[config.mk]
export PLATFORM = sky130hd
export DESIGN_NAME = uart_rx_fifo_ctrl
export DESIGN_NICKNAME = d
export VERILOG_FILES = /design/src/rtl/uart_pkg.sv /design/src/rtl/uart_sync_fifo.sv /design/src/rtl/uart_rx_fifo_ctrl.sv
export SDC_FILE = /design/constraint.sdc
export NUM_CORES = 1
export LEC_CHECK = 0
export BUFFER_PORTS_ARGS = -buffer_cell sky130_fd_sc_hd__buf_2
export CELL_PAD_IN_SITES_DETAIL_PLACEMENT = 0
export CELL_PAD_IN_SITES_GLOBAL_PLACEMENT = 1
export CORE_UTILIZATION = 42
export CTS_CLUSTER_SIZE = 24
export DETAILED_ROUTE_END_ITERATION = 7
export PLACE_DENSITY_LB_ADDON = 0.1
export SETUP_SLACK_MARGIN = 0.05
export SYNTH_ARGS = -nofsm -noshare
export SYNTH_HDL_FRONTEND = slang
export SYNTH_SLANG_ARGS = --single-unit
export TNS_END_PERCENT = 20
[constraint.sdc]
create_clock -name clk -period 3.1 [get_ports clk]
set_input_delay 0.155 -clock clk [delete_from_list [all_inputs] [get_ports clk]]
set_output_delay 0.155 -clock clk [all_outputs]
set_load 0.01 [all_outputs]
[src/rtl/uart_pkg.sv]
// ---------------------------------------------------------------------------
// uart_pkg
// Shared types and constants for the UART receive path.
//   rx_state_t      : receiver FSM states
//   uart_rx_entry_t : one received frame as stored in the receive FIFO
//   OVERSAMPLE      : oversample ticks per bit
//   SAMPLE_LO/MID/HI: oversample counts at which the three bit votes are taken
//   majority3       : 2-of-3 vote helper
// ---------------------------------------------------------------------------
package uart_pkg;

    localparam int         OVERSAMPLE = 16;
    localparam logic [3:0] SAMPLE_LO  = 4'd7;
    localparam logic [3:0] SAMPLE_MID = 4'd8;
    localparam logic [3:0] SAMPLE_HI  = 4'd9;
    localparam logic [3:0] BIT_END    = 4'd15;

    typedef enum logic [2:0] {
        RX_IDLE   = 3'd0,
        RX_START  = 3'd1,
        RX_DATA   = 3'd2,
        RX_PARITY = 3'd3,
        RX_STOP1  = 3'd4,
        RX_STOP2  = 3'd5
    } rx_state_t;

    // brk stands for the break condition ("break" is a reserved word)
    typedef struct packed {
        logic       brk;
        logic       perr;
        logic       ferr;
        logic       parity;
        logic [7:0] data;
    } uart_rx_entry_t;

    function automatic logic majority3(input logic a, input logic b, input logic c);
        return (a & b) | (a & c) | (b & c);
    endfunction

endpackage

[src/rtl/uart_sync_fifo.sv]
// ---------------------------------------------------------------------------
// uart_sync_fifo
// Single-clock FIFO, DEPTH entries of WIDTH bits (DEPTH a power of 2).
//   clk, rst_n      : clock, asynchronous active-low reset (empties the FIFO)
//   push, push_data : write request; accepted when not full, or when full
//                     and a pop happens in the same cycle
//   pop, pop_data   : read request (ignored when empty); pop_data shows the
//                     head entry, or the last popped entry while empty
//   count           : number of stored entries (0..DEPTH)
//   full, empty     : status flags
// ---------------------------------------------------------------------------
module uart_sync_fifo #(
    parameter int WIDTH = 12,
    parameter int DEPTH = 8
) (
    input  logic                     clk,
    input  logic                     rst_n,
    input  logic                     push,
    input  logic [WIDTH-1:0]         push_data,
    input  logic                     pop,
    output logic [WIDTH-1:0]         pop_data,
    output logic [$clog2(DEPTH):0]   count,
    output logic                     full,
    output logic                     empty
);

    localparam int AW = $clog2(DEPTH);

    logic [WIDTH-1:0] mem_r [DEPTH];
    logic [AW-1:0]    wr_ptr_r;
    logic [AW-1:0]    rd_ptr_r;
    logic [AW:0]      count_r;
    logic [WIDTH-1:0] last_r;
    logic             do_push_s;
    logic             do_pop_s;

    assign empty = (count_r == (AW+1)'(0));
    assign full  = (count_r == (AW+1)'(DEPTH));
    assign count = count_r;

    // Qualify requests: a full FIFO still accepts a push if the head leaves this cycle
    always_comb begin
        do_pop_s  = pop & ~empty;
        do_push_s = push & (~full | do_pop_s);
    end

    // Read mux: while empty, keep presenting the most recently popped entry
    always_comb begin
        if (empty) begin
            pop_data = last_r;
        end else begin
            pop_data = mem_r[rd_ptr_r];
        end
    end

    // Storage array; contents need no reset because reads are masked while empty
    always_ff @(posedge clk) begin
        if (do_push_s) begin
            mem_r[wr_ptr_r] <= push_data;
        end
    end

    // Pointers, occupancy and last-popped copy; pointers wrap naturally at DEPTH
    always_ff @(posedge clk or negedge rst_n) begin
        if (!rst_n) begin
            wr_ptr_r <= AW'(0);
            rd_ptr_r <= AW'(0);
            count_r  <= (AW+1)'(0);
            last_r   <= WIDTH'(0);
        end else begin
            if (do_push_s) begin
                wr_ptr_r <= wr_ptr_r + AW'(1);
            end
            if (do_pop_s) begin
                rd_ptr_r <= rd_ptr_r + AW'(1);
                last_r   <= mem_r[rd_ptr_r];
            end
            case ({do_push_s, do_pop_s})
                2'b10:   count_r <= count_r + (AW+1)'(1);
                2'b01:   count_r <= count_r - (AW+1)'(1);
                default: count_r <= count_r;
            endcase
        end
    end

endmodule

[src/rtl/uart_rx_fifo_ctrl.sv]
// ---------------------------------------------------------------------------
// uart_rx_fifo_ctrl
// UART receiver: start + 8 data bits (LSB first) + optional even parity +
// 2 stop bits, 16x oversampling with 2-of-3 voting, frames buffered in a FIFO.
//   clk, rst_n     : system clock, asynchronous active-low reset
//   RX             : asynchronous serial input, idle high
//   rx_data        : head entry {parity bit, data[7:0]}
//   rx_frame_err   : head entry had a stop bit sampled low
//   rx_parity_err  : head entry parity mismatch (even parity)
//   rx_break       : head entry is a break (all zero, stop1 low)
//   rx_valid       : FIFO holds at least one entry
//   rx_ready       : consumer pops the head when rx_valid is high
//   fifo_count     : number of stored entries
//   overrun        : sticky, a frame was dropped on a full FIFO
//   overrun_clr    : clears overrun (a simultaneous new overrun wins)
//   rx_busy        : receiver FSM is inside a frame
// ---------------------------------------------------------------------------
module uart_rx_fifo_ctrl #(
    parameter int SYS_CLK_FREQ = 50_000_000,
    parameter int BAUD_RATE    = 9600,
    parameter int PARITY_EN    = 1,
    parameter int FIFO_DEPTH   = 8
) (
    input  logic                          clk,
    input  logic                          rst_n,
    input  logic                          RX,
    output logic [8:0]                    rx_data,
    output logic                          rx_frame_err,
    output logic                          rx_parity_err,
    output logic                          rx_break,
    output logic                          rx_valid,
    input  logic                          rx_ready,
    output logic [$clog2(FIFO_DEPTH):0]   fifo_count,
    output logic                          overrun,
    input  logic                          overrun_clr,
    output logic                          rx_busy
);

    import uart_pkg::*;

    localparam int OSR_DIV = SYS_CLK_FREQ / (BAUD_RATE * OVERSAMPLE);
    localparam int OSR_W   = (OSR_DIV > 1) ? $clog2(OSR_DIV) : 1;

    logic [OSR_W-1:0] osr_cnt_r;
    logic             os_tick_s;
    logic             sync1_r;
    logic             rxs_r;
    logic             rxs_d_r;
    logic             start_edge_s;
    rx_state_t        state_r;
    logic [3:0]       os_cnt_r;
    logic [2:0]       bit_idx_r;
    logic             s_lo_r;
    logic             s_mid_r;
    logic             bit_maj_s;
    logic [7:0]       shift_r;
    logic             parity_r;
    logic             stop1_low_r;
    logic             busy_r;
    uart_rx_entry_t   next_entry_s;
    uart_rx_entry_t   entry_r;
    logic             push_r;
    logic             overrun_r;
    logic             pop_s;
    logic             fifo_full_s;
    logic             fifo_empty_s;
    uart_rx_entry_t   head_s;

    assign os_tick_s    = (osr_cnt_r == OSR_W'(OSR_DIV - 1));
    assign start_edge_s = (state_r == RX_IDLE) & rxs_d_r & ~rxs_r;
    // the third vote is the live synchronized sample at SAMPLE_HI
    assign bit_maj_s    = majority3(s_lo_r, s_mid_r, rxs_r);
    assign pop_s        = ~fifo_empty_s & rx_ready;

    // Two-flop synchronizer plus a delayed copy for falling-edge detection
    always_ff @(posedge clk or negedge rst_n) begin
        if (!rst_n) begin
            sync1_r <= 1'b1;
            rxs_r   <= 1'b1;
            rxs_d_r <= 1'b1;
        end else begin
            sync1_r <= RX;
            rxs_r   <= sync1_r;
            rxs_d_r <= rxs_r;
        end
    end

    // Oversample prescaler; realigned to the start edge so samples sit mid-bit
    always_ff @(posedge clk or negedge rst_n) begin
        if (!rst_n) begin
            osr_cnt_r <= OSR_W'(0);
        end else if (start_edge_s || os_tick_s) begin
            osr_cnt_r <= OSR_W'(0);
        end else begin
            osr_cnt_r <= osr_cnt_r + OSR_W'(1);
        end
    end

    // Frame entry assembled from the bits collected so far and the stop2 vote
    always_comb begin
        next_entry_s.data = shift_r;
        next_entry_s.ferr = stop1_low_r | ~bit_maj_s;
        if (PARITY_EN != 0) begin
            next_entry_s.parity = parity_r;
            next_entry_s.perr   = (^shift_r) ^ parity_r;
            next_entry_s.brk    = (shift_r == 8'd0) & ~parity_r & stop1_low_r;
        end else begin
            next_entry_s.parity = 1'b0;
            next_entry_s.perr   = 1'b0;
            next_entry_s.brk    = (shift_r == 8'd0) & stop1_low_r;
        end
    end

    // Receiver FSM: bit timing, voting, shifting and the registered push request
    always_ff @(posedge clk or negedge rst_n) begin
        if (!rst_n) begin
            state_r     <= RX_IDLE;
            os_cnt_r    <= 4'd0;
            bit_idx_r   <= 3'd0;
            s_lo_r      <= 1'b1;
            s_mid_r     <= 1'b1;
            shift_r     <= 8'd0;
            parity_r    <= 1'b0;
            stop1_low_r <= 1'b0;
            busy_r      <= 1'b0;
            entry_r     <= uart_rx_entry_t'(12'd0);
            push_r      <= 1'b0;
        end else begin
            push_r <= 1'b0;
            if (state_r == RX_IDLE) begin
                if (start_edge_s) begin
                    state_r     <= RX_START;
                    os_cnt_r    <= 4'd0;
                    bit_idx_r   <= 3'd0;
                    stop1_low_r <= 1'b0;
                    busy_r      <= 1'b1;
                end
            end else if (os_tick_s) begin
                os_cnt_r <= os_cnt_r + 4'd1;
                if (os_cnt_r == SAMPLE_LO) begin
                    s_lo_r <= rxs_r;
                end
                if (os_cnt_r == SAMPLE_MID) begin
                    s_mid_r <= rxs_r;
                end
                case (state_r)
                    RX_START: begin
                        if (os_cnt_r == SAMPLE_HI && bit_maj_s) begin
                            // line back high mid-bit: glitch, not a start bit
                            state_r <= RX_IDLE;
                            busy_r  <= 1'b0;
                        end else if (os_cnt_r == BIT_END) begin
                            state_r <= RX_DATA;
                        end
                    end
                    RX_DATA: begin
                        if (os_cnt_r == SAMPLE_HI) begin
                            shift_r <= {bit_maj_s, shift_r[7:1]};
                        end else if (os_cnt_r == BIT_END) begin
                            bit_idx_r <= bit_idx_r + 3'd1;
                            if (bit_idx_r == 3'd7) begin
                                state_r <= (PARITY_EN != 0) ? RX_PARITY : RX_STOP1;
                            end
                        end
                    end
                    RX_PARITY: begin
                        if (os_cnt_r == SAMPLE_HI) begin
                            parity_r <= bit_maj_s;
                        end else if (os_cnt_r == BIT_END) begin
                            state_r <= RX_STOP1;
                        end
                    end
                    RX_STOP1: begin
                        if (os_cnt_r == SAMPLE_HI) begin
                            stop1_low_r <= ~bit_maj_s;
                        end else if (os_cnt_r == BIT_END) begin
                            state_r <= RX_STOP2;
                        end
                    end
                    RX_STOP2: begin
                        // leave mid-bit so a back-to-back start edge is not missed
                        if (os_cnt_r == SAMPLE_HI) begin
                            entry_r <= next_entry_s;
                            push_r  <= 1'b1;
                            state_r <= RX_IDLE;
                            busy_r  <= 1'b0;
                        end
                    end
                    default: begin
                        state_r <= RX_IDLE;
                        busy_r  <= 1'b0;
                    end
                endcase
            end
        end
    end

    // Sticky overrun: a push into a full FIFO with no pop that cycle is lost
    always_ff @(posedge clk or negedge rst_n) begin
        if (!rst_n) begin
            overrun_r <= 1'b0;
        end else if (push_r && fifo_full_s && !pop_s) begin
            overrun_r <= 1'b1;
        end else if (overrun_clr) begin
            overrun_r <= 1'b0;
        end else begin
            overrun_r <= overrun_r;
        end
    end

    uart_sync_fifo #(
        .WIDTH ($bits(uart_rx_entry_t)),
        .DEPTH (FIFO_DEPTH)
    ) u_fifo (
        .clk       (clk),
        .rst_n     (rst_n),
        .push      (push_r),
        .push_data (entry_r),
        .pop       (pop_s),
        .pop_data  (head_s),
        .count     (fifo_count),
        .full      (fifo_full_s),
        .empty     (fifo_empty_s)
    );

    assign rx_data       = {head_s.parity, head_s.data};
    assign rx_frame_err  = head_s.ferr;
    assign rx_parity_err = head_s.perr;
    assign rx_break      = head_s.brk;
    assign rx_valid      = ~fifo_empty_s;
    assign overrun       = overrun_r;
    assign rx_busy       = busy_r;

endmodule

# Word-level counts from Yosys, hierarchy flattened
# Memories as Yosys holds them, arrays and structs flattened.
# Index checks and enable logic that the tools add are counted.
# op_classes
n_addsub	7
n_eq_ne	27
muxes	45
bitwise	21
reduce_logical	27
# ops
operator	n
3-bit two-way mux	19
3-bit != test (second input constant)	9
1-bit two-way mux	18
4-bit equality test (second input constant)	4
4-bit AND reduction	4
3-bit one-hot mux with 5 select lines	1
2-bit nonzero test	7
12-bit two-way mux	1
4-bit two-way mux	3
11-bit AND reduction	1
1-bit bitwise AND	10
5-bit AND reduction	2
3-bit by 1-bit adder with 3-bit output (second input constant)	3
9-bit by 1-bit adder with 9-bit output (second input constant)	1
3-bit equality test (second input constant)	3
9-bit equality test (second input constant)	1
9-bit two-way mux	1
4-bit by 1-bit adder with 4-bit output (second input constant)	2
8-bit zero test	1
4-bit one-hot mux with 2 select lines	1
8-bit XOR reduction	1
3-bit by 2-bit equality test with 1-bit output (second input constant)	2
1-bit NOT	6
3-bit AND reduction	2
18 further kinds	24
# totals
reg_bits	71
ram_bits	96
input_bits	5
out_inout_bits	19
memories	1
# mem_list
memory	depth	width	read_ports	rd_clocked_by_memory_dff	write_ports	line	source
u_fifo.mem_r	8	12	1	0	1	uart_sync_fifo.sv:29	logic [WIDTH-1:0] mem_r [DEPTH];

# Longest topological paths before layout
# depth
word_depth	8
mapped_depth	11
mapped_depth_nobuf	10

# Modules after synthesis
# Synthesis repeated with hierarchy kept, for this count alone.
# hier_totals
cells_unflattened	528
hier_area_um2	7338.3
# modules_own_cells
module	n_inst	cells_per_inst	area_per_inst_um2	seq_area_each_um2
uart_sync_fifo	1	309	4849.7	3433.3
uart_rx_fifo_ctrl	1	219	2488.6	1232.4

# Least setup slack after synthesis
# Ideal clock, no wire load.
# synth_timing
path_type	register to register
startpoint	register u_fifo.count_r[1], in the netlist u_fifo.count[1]
endpoint	register u_fifo.count_r[2], in the netlist u_fifo.count[2]
arrival_time_ps	2507
setup_slack_ps	463
path_stages_with_launch	12
n_path_buf	1
period_less_slack_ps	2637
path_cell_list	dfrtp_1 or4_1 clkbuf_1 nand2_1 inv_1 ha_1 xor2_1 ha_1 a21oi_1 xor2_1 nor2_1 xor2_1
# synth_via
elab_chain_len	8
# synth_lines
element	line	source
start, declared	uart_sync_fifo.sv:32	logic [AW:0] count_r;
start signal, assigned	uart_sync_fifo.sv:68	count_r <= (AW+1)'(0);
start signal, assigned	uart_sync_fifo.sv:79	2'b10: count_r <= count_r + (AW+1)'(1);
start signal, assigned	uart_sync_fifo.sv:80	2'b01: count_r <= count_r - (AW+1)'(1);
4-bit zero test *	uart_sync_fifo.sv:37	assign empty = (count_r == (AW+1)'(0));
1-bit NOT *	uart_sync_fifo.sv:43, uart_rx_fifo_ctrl.sv:73	
1-bit bitwise AND	uart_rx_fifo_ctrl.sv:73	assign pop_s = ~fifo_empty_s & rx_ready;
1-bit bitwise AND *	uart_sync_fifo.sv:43	do_pop_s = pop & ~empty;
net u_fifo.do_pop_s	uart_sync_fifo.sv:35	logic do_pop_s;
1-bit OR	uart_sync_fifo.sv:44	do_push_s = push & (~full | do_pop_s);
1-bit bitwise AND	uart_sync_fifo.sv:44	
2-bit by 1-bit equality test with 1-bit output or 2-bit equality test (tied branches)	uart_sync_fifo.sv:78	case ({do_push_s, do_pop_s})
4-bit one-hot mux with 2 select lines or 2-bit nonzero test (tied branches)	-	
# The timed path passes the listed nets; every way through them passes the cells marked *.
# A chain may end at the register's enable or synchronous reset.

# Worst setup path in the final report
# layout_timing
startpoint	register u_fifo.count_r[1], in the netlist u_fifo.count[1]
endpoint	register u_fifo.count_r[2], in the netlist u_fifo.count[2]
# layout_via
elab_chain_len	8
# layout_lines
element	line
4-bit zero test	uart_sync_fifo.sv:37
1-bit NOT	uart_sync_fifo.sv:43, uart_rx_fifo_ctrl.sv:73
1-bit bitwise AND	uart_rx_fifo_ctrl.sv:73
1-bit bitwise AND	uart_sync_fifo.sv:43
1-bit OR	uart_sync_fifo.sv:44
1-bit bitwise AND	uart_sync_fifo.sv:44
2-bit by 1-bit equality test with 1-bit output or 2-bit equality test (tied branches)	uart_sync_fifo.sv:78
4-bit one-hot mux with 2 select lines or 2-bit nonzero test (tied branches)	-
# Several ways; a longest one is shown, not always the timed one.

==> run_results.csv <==
group,metric,value,unit
critical_path,worstReg2RegEnd,"u_fifo.count[2]$_DFFE_PN0P_",
synth,synth_area_leaders,"edfxtp_1, dfrtp_1, mux4_2",
sta,maxSlewHeadroom,38.78,%
final_layout,antenna_cells,0,
drt,viasPerCell,5.152,
synth,synth_seq_cells,167,
global_route,grtUsageMet2,25.90,%
critical_path,cp-end-kind,"flop",
final_layout,fillers,1466,
clocking,cts_tree,"done",
hold_path,holdPathEnd,"overrun$_DFFE_PN0P_",
critical_path,r2r_slack,560,ps
critical_path,crit_buf_inv,0,
clocking,insertion_delay,430,ps
floorplanning,die_w,132.1,um
sta,hold_viol_final,0,
final_layout,synthToLayoutAreaGrowth,14.36,%
global_route,grt.busiest_layer,"met2",
final_layout,drive_gt1_share,20.81,%
final_layout,nets,551,
synth,ys_seq_area_share,65.61,%
power,power_leakage,3.346,nW
global_route,met1_usage,20.50,%
floorplanning,floorplan.rows,47,
clocking,clk_path_buf_depth,2,
clocking,cts_root_buf,"clkbuf_16",
floorplanning,dieArea,17460,um^2
synth,synthCells,495,
critical_path,cp_cell_sequence,"or3_1 > o21ai_1 > ha_1 > xor2_1 > ha_1 > a21oi_1 > xor2_1 > nor2_1 > xor2_1",
synth,avgSynthCellArea,14.37,um^2
critical_path,crit_path_frequent_cell,"xor2_1",
drt,dr.pass1.iters,5,
hold_path,worstHoldPathCells,3,
sta,period_needed,2539,ps
placement,dp_hpwl,8043,um
global_route,grt_util_all_layers,15.87,%
critical_path,reg2reg_depth,9,
floorplanning,initial_core_util,42.89,%
critical_path,critPathTopFamily,"compound AO/OA/AOI/OAI gates",
power,peakVddDrop,0.4205,mV
global_route,antenna_found_initial,0,
synth,yosysTopAreaCell,"edfxtp_1",
critical_path,crit_type,"reg2reg",
sta,report.final.slew_viol_count,0,
synth,async_reset_ff_share,42.51,%
critical_path,cp.required,3400,ps
critical_path,critPathSlowestCell,"dfrtp_1",
sta,worst_slew_pin_slew,918.4,ps
critical_path,start_kind,"flop",
synth,yosys_warnings,0,
hold_path,worstHoldPathType,"in2reg",
drt,ant_nets,0,
synth,syn-num-nets,516,
global_route,grt_max_degree,72,
global_route,grt_pass1_vias,3897,
clocking,cts-buffers-inserted,17,
sta,min_period_over_period,81.91,%
drt,drc,0,
clocking,cts_resized,0,
synth,synth_ff_type,"edfxtp_1",
clocking,cts_sinks,167,
drt,postRouteWirelength,12810,um
clocking,clk_pin_slew,60,ps
global_route,met3_usage,3.153,%
sta,fin_skew,9.720,ps
placement,globalplace.congestion,0.7637,
synth,synth.distinct_cells,56,
power,power_density,582.8,nW/um^2
critical_path,r2r_start,"u_fifo.count[1]$_DFFE_PN0P_",
synth,synth_area,7112,um^2
synth,synth_edf_count,96,
global_route,grt_overflow,0,
final_layout,ff_latch_area,4666,um^2
sta,rsz0062_at_grt,"false",
global_route,grt_pass1_wl,20650,um
final_layout,multi_input_area,2266,um^2
drt,wire_per_inst,16.79,um
drt,drt_iter0_drc,193,
power,p_total,4.740,mW
sta,fmax,393.8,MHz
synth,synth_top_cell_area_share,40.53,%
critical_path,path_max_fanout,8,
job,cap_violations,0,
floorplanning,die_h,132.1,um
floorplanning,io_pins,24,
critical_path,cpPeakStageDelay,460,ps
outcome,outcome,"completed",
floorplanning,fp.coreArea,16580,um^2
drt,dr_total_vias,3931,
critical_path,critPathArrivalTime,2840,ps
sta,setup_violations,0,
placement,port_buffers,23,
sta,setup_tns,0,ps
hold_path,worstHoldStart,"rx_ready",
clocking,htreeDepth,4,
[cells in the final DEF (no fill, tap or decap), types with 8 or more instances in the layout]
| cell | count |
|---|---|
| mux4_2 | 24 |
| xor2_1 | 12 |
| clkbuf_16 | 18 |
| edfxtp_1 | 96 |
| mux2i_1 | 13 |
| ha_1 | 16 |
| o21ai_0 | 34 |
| dfrtp_1 | 66 |
| mux2_2 | 9 |
| buf_4 | 14 |
| a21oi_1 | 17 |
| nand2_1 | 46 |
| buf_2 | 22 |
| nor2_1 | 31 |
| nand3_1 | 8 |
| inv_1 | 20 |
[through the flow]
| step | setup WS [ps] | instances | hold WS (ps) | util (%) | cell area [um^2] |
|---|---|---|---|---|---|
| 6_report | 560.7 | 763 | 52.32 | 49.04 | 8133 |
| 3_3_place_gp | 652.6 | 728 | 262.1 | 45.21 | 7497 |
| 3_5_place_dp | 553.1 | 728 | 263.9 | 45.21 | 7497 |
| 5_1_grt | 377.3 | 763 | 62.42 | 49.04 | 8133 |
| 4_1_cts | 540.8 | 763 | 39.34 | 49.04 | 8133 |
| 2_1_floorplan | 462.8 | 495 | -140.6 | - | 7112 |
[final cells by class]
class	instances	share of cell area, %
multi-input combinational	285	27.86
clock buffer	24	5.938
timing repair buffer	39	3.015
inverter	20	0.9231
clock inverter	8	1.508
sequential	167	57.37
tap	220	3.385
[cell usage after synthesis, drive strengths merged, types with 4 or more instances]
library cell / number
xor2: 12
xnor2: 7
mux4: 24
and3: 4
o21ai: 35
dfstp: 5
nand4: 7
edfxtp: 96
nand2: 46
mux2i: 13
a211oi: 4
nor3: 4
buf: 6
mux2: 10
a21oi: 17
inv: 20
clkbuf: 17
nand2b: 6
dfrtp: 66
nand3: 8
ha: 16
nor2: 31
[timing repair]
| action | 4_1_cts | 5_1_grt |
|---|---|---|
| hold buffers | 3 | 0 |
| buffers inserted | 0 | 0 |
| hold endpoints to repair | 68 | 0 |
[worst max-delay path by stage]
stage / startpoint / to / slack, ps / cells after the start
2_1_floorplan: u_fifo.count[1]$_DFFE_PN0P_ / u_fifo.count[2]$_DFFE_PN0P_ / 460 / 11
3_3_place_gp: u_fifo.count[1]$_DFFE_PN0P_ / u_fifo.count[2]$_DFFE_PN0P_ / 650 / 9
3_5_place_dp: u_fifo.count[1]$_DFFE_PN0P_ / u_fifo.count[2]$_DFFE_PN0P_ / 550 / 9
4_1_cts: u_fifo.count[1]$_DFFE_PN0P_ / u_fifo.count[2]$_DFFE_PN0P_ / 540 / 9
5_1_grt: u_fifo.count[1]$_DFFE_PN0P_ / u_fifo.count[2]$_DFFE_PN0P_ / 380 / 9
6_report: u_fifo.count[1]$_DFFE_PN0P_ / u_fifo.count[2]$_DFFE_PN0P_ / 560 / 9
[logic make-up (layout without fill, tap and decap cells)]
kind of cell	after synthesis	count (layout)	synth area share [%]
AOI/OAI and AO/OA	72	72	6.228
xor gates and xnor gates	19	19	2.340
and+or+nand+nor	130	130	9.272
muxes	47	47	11.07
DFF	167	167	65.61
adders and majority gates	17	17	2.956
buffers and inverters	43	91	2.533
[power breakdown]
| group | total, mW | internal, mW | switching (mW) | leakage [nW] |
|---|---|---|---|---|
| logic | 0.149 | 0.0685 | 0.0809 | 0.976 |
| registers | 2.44 | 2.38 | 0.0628 | 2.07 |
| clock network | 2.15 | 1.34 | 0.812 | 0.297 |
| total | 4.74 | 3.78 | 0.956 | 3.35 |
[worst reg2reg max path, cell delays in order (launching register included)]
cell and delay (ps):
dfrtp_1 460, or3_1 430, o21ai_1 400, ha_1 350, xor2_1 100, ha_1 190, a21oi_1 140, xor2_1 160
nor2_1 60, xor2_1 140
[sequential cells by signal, indices dropped and copies added, names as in the netlist, 3 cells and up]
signal	cells
u_fifo.count	4
state_r	3
shift_r	8
entry_r	12
os_cnt_r	4
u_fifo.rd_ptr_r	3
u_fifo.mem_r	96
u_fifo.last_r	12
bit_idx_r	3
osr_cnt_r	9
u_fifo.wr_ptr_r	3
[per-layer routing]
metal	wire length, um	share of wire, %
met1	5982	47
met2	6240	49
met3	315	2.5
met4	272	2.1
met5	0	0
Note: power is estimated with default switching activity, not from simulation.
